--- config.mk ---
export PLATFORM = sky130hd
export DESIGN_NAME = sweep_engine
export DESIGN_NICKNAME = d
export VERILOG_FILES = /design/src/rtl/wavegen_pkg.sv /design/src/rtl/sweep_engine_ms_tick_gen.sv /design/src/rtl/sweep_engine.sv
export SDC_FILE = /design/constraint.sdc
export NUM_CORES = 1
export LEC_CHECK = 0
export CORE_ASPECT_RATIO = 0.6
export CORE_UTILIZATION = 30
export DETAILED_ROUTE_END_ITERATION = 12
export GPL_TIMING_DRIVEN = 0
export HOLD_SLACK_MARGIN = 0.06
export SLEW_MARGIN = 10
export SYNTH_ARGS = -nofsm -noshare
export SYNTH_HDL_FRONTEND = slang
export SYNTH_SLANG_ARGS = --single-unit
--- constraint.sdc ---
create_clock -name clk -period 8.2 [get_ports clk]
set_input_delay 1.64 -clock clk [delete_from_list [all_inputs] [get_ports clk]]
set_output_delay 1.64 -clock clk [all_outputs]
set_load 0.02 [all_outputs]
--- src/rtl/wavegen_pkg.sv ---
// Shared constants for the waveform generator: legal frequency limits, sweep mode codes
// and the sweep FSM state encoding.
package wavegen_pkg;

    localparam int unsigned FREQ_MIN_HZ = 1000;
    localparam int unsigned FREQ_MAX_HZ = 999999;
    localparam int unsigned FREQ_W      = 20;

    localparam logic [FREQ_W-1:0] FREQ_RESET = 20'd100000;

    localparam logic [1:0] SWEEP_OFF = 2'b00;
    localparam logic [1:0] SAW_UP    = 2'b01;
    localparam logic [1:0] SAW_DN    = 2'b10;
    localparam logic [1:0] TRI       = 2'b11;

    localparam logic [1:0] ST_IDLE   = 2'd0;
    localparam logic [1:0] ST_RUN_UP = 2'd1;
    localparam logic [1:0] ST_RUN_DN = 2'd2;

endpackage

--- src/rtl/sweep_engine_ms_tick_gen.sv ---
// Free-running mod-DIV counter producing a one-cycle tick at terminal count; a sync
// clear restarts the period so the first step after a mode change is a full period away.
module ms_tick_gen
    import wavegen_pkg::*;
#(
    parameter int unsigned DIV = 100_000
) (
    input  logic clk,
    input  logic rst_n,
    input  logic clr,
    output logic tick
);

    localparam int unsigned     CNT_W = (DIV > 1) ? $clog2(DIV) : 1;
    localparam logic [CNT_W-1:0] TERM = CNT_W'(DIV - 1);

    logic [CNT_W-1:0] cnt_q, cnt_d;

    always_comb begin
        cnt_d = cnt_q + 1'b1;
        if (clr || (cnt_q == TERM)) begin
            cnt_d = '0;
        end
    end

    always_ff @(posedge clk) begin
        if (!rst_n) begin
            cnt_q <= '0;
        end else begin
            cnt_q <= cnt_d;
        end
    end

    assign tick = (cnt_q == TERM);

endmodule

--- src/rtl/sweep_engine.sv ---
// Sweep engine: steps the output frequency once per millisecond between bounds derived
// from the centre frequency and half-span, in sawtooth or triangle fashion.
module sweep_engine
    import wavegen_pkg::*;
#(
    parameter int unsigned CLK_HZ   = 100_000_000,
    parameter int unsigned FREQ_MIN = FREQ_MIN_HZ,
    parameter int unsigned FREQ_MAX = FREQ_MAX_HZ
) (
    input  logic        clk,
    input  logic        rst_n,
    input  logic [19:0] base_freq,
    input  logic [16:0] sweep_range,
    input  logic [12:0] sweep_speed,
    input  logic [1:0]  sweep_mode,
    output logic [19:0] sweep_freq,
    output logic        sweep_active,
    output logic        sweep_dir,
    output logic        wrap_pulse
);

    localparam int unsigned             TICK_DIV   = CLK_HZ / 1000;
    localparam logic signed [21:0]      FREQ_MIN_S = 22'(FREQ_MIN);
    localparam logic signed [21:0]      FREQ_MAX_S = 22'(FREQ_MAX);

    function automatic logic signed [21:0] min_s(input logic signed [21:0] a,
                                                 input logic signed [21:0] b);
        return (a < b) ? a : b;
    endfunction

    function automatic logic signed [21:0] max_s(input logic signed [21:0] a,
                                                 input logic signed [21:0] b);
        return (a > b) ? a : b;
    endfunction

    function automatic logic [19:0] to_freq(input logic signed [21:0] x);
        return x[19:0];
    endfunction

    logic [19:0] freq_q, freq_d;
    logic [1:0]  state_q, state_d;
    logic [1:0]  mode_q;
    logic        wrap_q, wrap_d;
    logic        active_q, active_d;
    logic        mode_chg;
    logic        tick;

    logic signed [21:0] base_s, range_s, speed_s, cur_s;
    logic signed [21:0] lo_s, hi_s, up_s, dn_s;

    assign mode_chg = (sweep_mode != mode_q);

    ms_tick_gen #(
        .DIV(TICK_DIV)
    ) u_tick (
        .clk  (clk),
        .rst_n(rst_n),
        .clr  (mode_chg),
        .tick (tick)
    );

    // Signed 22-bit math so base-range underflow is visible before clamping.
    always_comb begin
        base_s  = $signed({2'b00, base_freq});
        range_s = $signed({5'b00000, sweep_range});
        speed_s = $signed({9'b000000000, sweep_speed});
        cur_s   = $signed({2'b00, freq_q});
        lo_s    = max_s(base_s - range_s, FREQ_MIN_S);
        hi_s    = min_s(base_s + range_s, FREQ_MAX_S);
        up_s    = cur_s + speed_s;
        dn_s    = cur_s - speed_s;
    end

    always_comb begin
        freq_d   = freq_q;
        state_d  = state_q;
        wrap_d   = 1'b0;
        active_d = (sweep_mode != SWEEP_OFF);

        if (mode_chg || (sweep_mode == SWEEP_OFF)) begin
            case (sweep_mode)
                SWEEP_OFF: begin
                    freq_d  = base_freq;
                    state_d = ST_IDLE;
                end
                SAW_DN: begin
                    freq_d  = to_freq(hi_s);
                    state_d = ST_RUN_DN;
                end
                default: begin
                    freq_d  = to_freq(lo_s);
                    state_d = ST_RUN_UP;
                end
            endcase
        end else if (tick) begin
            case (sweep_mode)
                SAW_UP: begin
                    if (cur_s >= hi_s) begin
                        freq_d = to_freq(lo_s);
                        wrap_d = 1'b1;
                    end else begin
                        freq_d = to_freq(min_s(up_s, hi_s));
                    end
                end
                SAW_DN: begin
                    if (cur_s <= lo_s) begin
                        freq_d = to_freq(hi_s);
                        wrap_d = 1'b1;
                    end else begin
                        freq_d = to_freq(max_s(dn_s, lo_s));
                    end
                end
                default: begin
                    if (state_q == ST_RUN_DN) begin
                        if (cur_s <= lo_s + speed_s) begin
                            freq_d  = to_freq(lo_s);
                            state_d = ST_RUN_UP;
                            wrap_d  = 1'b1;
                        end else begin
                            freq_d = to_freq(dn_s);
                        end
                    end else begin
                        if (up_s >= hi_s) begin
                            freq_d  = to_freq(hi_s);
                            state_d = ST_RUN_DN;
                            wrap_d  = 1'b1;
                        end else begin
                            freq_d = to_freq(up_s);
                        end
                    end
                end
            endcase
        end else begin
            // Between ticks, pull the output back inside live-edited bounds.
            freq_d = to_freq(min_s(max_s(cur_s, lo_s), hi_s));
        end
    end

    always_ff @(posedge clk) begin
        if (!rst_n) begin
            freq_q   <= FREQ_RESET;
            state_q  <= ST_IDLE;
            mode_q   <= SWEEP_OFF;
            wrap_q   <= 1'b0;
            active_q <= 1'b0;
        end else begin
            freq_q   <= freq_d;
            state_q  <= state_d;
            mode_q   <= sweep_mode;
            wrap_q   <= wrap_d;
            active_q <= active_d;
        end
    end

    assign sweep_freq   = freq_q;
    assign sweep_active = active_q;
    assign sweep_dir    = (state_q == ST_RUN_DN);
    assign wrap_pulse   = wrap_q;

endmodule

==> impl_metrics.py <==
metrics = {
    "run_status": {
        "status": "complete, but fails checks",
        "violations": "negative setup slack",
    },
    "timing": {
        "setup_viol_count_final": 23,
        "skew_ps": 20.9,
        "holdWs_ps": 449,
        "grt_setup_unrepaired": "true",
        "min_period_ps": 9240,
        "setup_ws_ps": -1040,
        "fin_crit_sh_pct": 113,
        "fmax_mhz": 108,
        "fin_setup_tns_ps": -20290,
        "hold_violations": 0,
        "maxSlewViolCount": 0,
        "maxSlewHeadroom_pct": 26.2,
        "worstMarginPinSlew_ps": 1100,
    },
    "placement": {
        "dpl.hpwl_mm": 52.6,
        "dpl_cell_area_um2": 13400,
        "portBuffers": 74,
        "placed_cells": 2270,
        "place_ws_ps": -4470,
        "gp_congestion": 1.10,
    },
    "layout": {
        "stdcell_count": 2398,
        "nNetsFinal": 2141,
        "num_antenna_cells": 0,
        "seqCellArea_um2": 861,
        "fillers": 3952,
        "fin_util_pct": 41.4,
        "fin_area_um2": 15800,
        "area_growth_pct": 34.4,
        "multi_input_area_um2": 11400,
        "drive_gt1_share_pct": 21.8,
    },
    "synthesis": {
        "synth_top_flop_cell": "dfxtp_1",
        "synth_area_um2": 11800,
        "yosys_warnings": 0,
        "yosysUniqueCellTypes": 94,
        "synth_xor_area_share_pct": 6.70,
        "async_reset_ff_share_pct": 0,
        "synth_top_family_by_area": "compound AO/OA/AOI/OAI gates",
        "synth-simple-area-share_pct": 25.4,
        "synthCells": 1680,
        "synth_compound_area_share_pct": 31.1,
        "synthMuxAreaShare_pct": 1.31,
        "avgSynthCellArea_um2": 7.00,
        "synth_edf_count": 0,
        "synth_fa_ha_area_share_pct": 21.9,
        "ys_ff_latch": 43,
        "ys_seq_area_share_pct": 7.32,
    },
    "route": {
        "antenna_left": 0,
        "wl_mm": 65.6,
        "wl_per_cell_um": 27.4,
        "vias_per_cell": 6.22,
        "first_iter_violations": 2022,
        "vias": 14900,
        "first_pass_iters": 6,
        "drc": 0,
    },
    "job": {
        "drv_cap": 0,
    },
    "cts": {
        "clk_pin_slew_ps": 90,
        "holdBufCountCts": 0,
        "clkLatencyLatePin_ps": 330,
        "clkSinkCount": 43,
        "cts-root-buf": "clkbuf_16",
        "htree_levels": 2,
        "cts_tree": "yes",
        "cts_buffer_depth": 2,
        "numCtsBuffers": 5,
    },
    "power_and_ir_drop": {
        "leakage_nw": 6.55,
        "power.total_mw": 3.53,
        "ir_drop_v": 0.000107,
        "powerDensity_nw_per_um2": 223,
    },
    "setup_path": {
        "critical_path.max_stage_delay_ps": 560,
        "cp_top_family": "compound AO/OA/AOI/OAI gates",
        "slowest_stage": "or4_1",
        "worst-path-buf-inv": 12,
        "reg2reg_from": "sweep_freq[0]",
        "cp-start-kind": "input pin",
        "end_kind": "register",
        "r2r_setup_slack_ps": 680,
        "crit_fanout": 7,
        "worstSetupPathType": "input pin to register",
        "worstPathArrival_ps": 9450,
        "r2r_cells": 27,
        "required_ps": 8410,
        "rr_endpoint": "sweep_freq[8]",
    },
    "floorplan": {
        "io_pins": 77,
        "die_y_um": 155,
        "die_area_um2": 40000,
        "rows": 55,
        "core_area_um2": 38100,
        "start_util_pct": 30.8,
        "die_x_um": 258,
    },
    "grt": {
        "grt_pass1_vias": 13800,
        "grt_overflow": 0,
        "grt_pass1_wl_mm": 93.8,
        "antenna_found_initial": 3,
        "grtUsageTotal_pct": 31.8,
        "grt_max_degree": 16,
    },
    "worst_hold_path": {
        "hold_path_class": "register to register",
        "min-delay-start": "u_tick.cnt_q[0]",
        "hold_depth": 1,
        "whs_endpoint": "u_tick.cnt_q[0]",
    },
}
==> report_power, final <==
part	switching [mW]	total (mW)	internal, mW
registers	0.0721	0.303	0.231
clock network	0.121	0.236	0.115
logic	1.81	2.99	1.18
total	2.00	3.53	1.52
==> final cells by class <==
class                   instances  share of cell area, %
multi-input cells            1456                   72.1
repair buffers                201                   11.4
flip-flops and latches         43                   5.45
well taps                     513                   4.06
plain buffers                  67                   3.24
inverters                     110                   2.76
clock buffers                   5                  0.792
clock inverters                 3                  0.158
==> flip-flops by register name (all words and copies together) (netlist names) <==
signal,flops
sweep_freq,20
u_tick.cnt_q,17
mode_q,2
state_q,2
sweep_active,1
wrap_pulse,1
==> per-layer routing <==
metal	GRT usage, %	part of all wire (%)	vias up
li1	-	-	6646
met4	4.20	1.3	4
met3	14.9	16	91
met1	46.9	47	7259
met5	0	0.088	-
met2	41.6	37	908
==> worst reg2reg max path, stage by stage, from the launching register on <==
cell	delay, ps
dfxtp_1	380
inv_1	160
ha_1	220
inv_1	70
fa_1	430
a211oi_1	280
o21ai_0	220
a2111oi_1	670
o31ai_1	290
o22ai_1	300
o21ba_2	220
nand3b_1	100
xor2_1	270
inv_1	120
ha_1	320
a21oi_1	150
nand2_1	70
a221oi_1	440
o21ai_0	330
o311a_2	570
and2_1	220
clkbuf_1	330
a22oi_1	380
nand3_1	110
o21ai_0	160
o311ai_0	240
a211oi_2	270
a21oi_1	90
==> cells in the final DEF, fill, tap and decap left out, types with 13 or more instances in the layout <==
cell type and count:
a211oi_1 20, a21o_1 36, a21oi_1 94, a21oi_2 16, a31oi_1 20, and3_1 13
buf_4 109, buf_6 19, clkbuf_1 34, clkbuf_2 14, clkdlybuf4s50_1 40, dfxtp_1 43
ha_1 173, ha_4 21, inv_1 89, inv_2 15, nand2_1 145, nand2b_1 24
nand3_1 44, nand4_1 32, nor2_1 155, nor2_4 13, nor2b_1 20, nor3_1 42
o211ai_1 30, o21a_1 16, o21ai_0 87, o21ai_1 15, or3_1 16, xnor2_1 57
xor2_1 31
==> worst max-delay path by stage <==
stage | from | end | slack, ps | cells past startpoint
after floorplan | sweep_range[4] | sweep_freq[5] | -160 | 37
after global placement | sweep_range[4] | sweep_freq[19] | -4510 | 39
after detailed placement | sweep_range[4] | sweep_freq[19] | -4470 | 39
after CTS | sweep_range[6] | sweep_freq[5] | -980 | 40
after global routing | sweep_range[4] | sweep_freq[5] | -1290 | 40
final | base_freq[5] | sweep_freq[5] | -1040 | 40
==> repair_timing <==
item / in CTS / in global routing
endpoints found under the hold margin: 0 / 0
setup endpoints to repair: 23 / 23
gates cloned: 3 / 0
resized for setup: 332 / 74
pin swaps: 110 / 39
buffers inserted: 106 / 18
==> kinds of logic after synthesis <==
| logic type | Yosys count |
|---|---|
| simple gates | 610 |
| compound gates | 536 |
| fa+ha+maj | 203 |
| buf+inv | 182 |
| xor+xnor | 90 |
| flops | 43 |
| mux | 15 |
| other cells | 1 |
==> cells in the mapped netlist, types with 12 or more instances <==
cell type | instances | area share (%)
ha_1 | 198 | 21
nor2_1 | 170 | 5.4
nand2_1 | 154 | 4.9
a21oi_1 | 117 | 5.0
inv_1 | 108 | 3.4
o21ai_0 | 108 | 4.6
xnor2_1 | 59 | 4.4
nor3_1 | 53 | 2.3
nand3_1 | 51 | 2.2
clkbuf_1 | 50 | 1.6
dfxtp_1 | 43 | 7.3
a21o_1 | 37 | 2.4
nand4_1 | 32 | 1.7
xor2_1 | 31 | 2.3
o211ai_1 | 30 | 1.9
a211oi_1 | 28 | 1.8
nand2b_1 | 26 | 1.4
a31oi_1 | 25 | 1.3
nor2b_1 | 25 | 1.3
or3_1 | 20 | 1.1
o21a_1 | 18 | 1.1
and3_1 | 15 | 0.80
o31ai_1 | 15 | 0.96
buf_2 | 13 | 0.55
a211o_1 | 12 | 0.89
mux2i_1 | 12 | 1.0
nor4_1 | 12 | 0.64
Note: power is estimated with default switching activity, not from simulation.
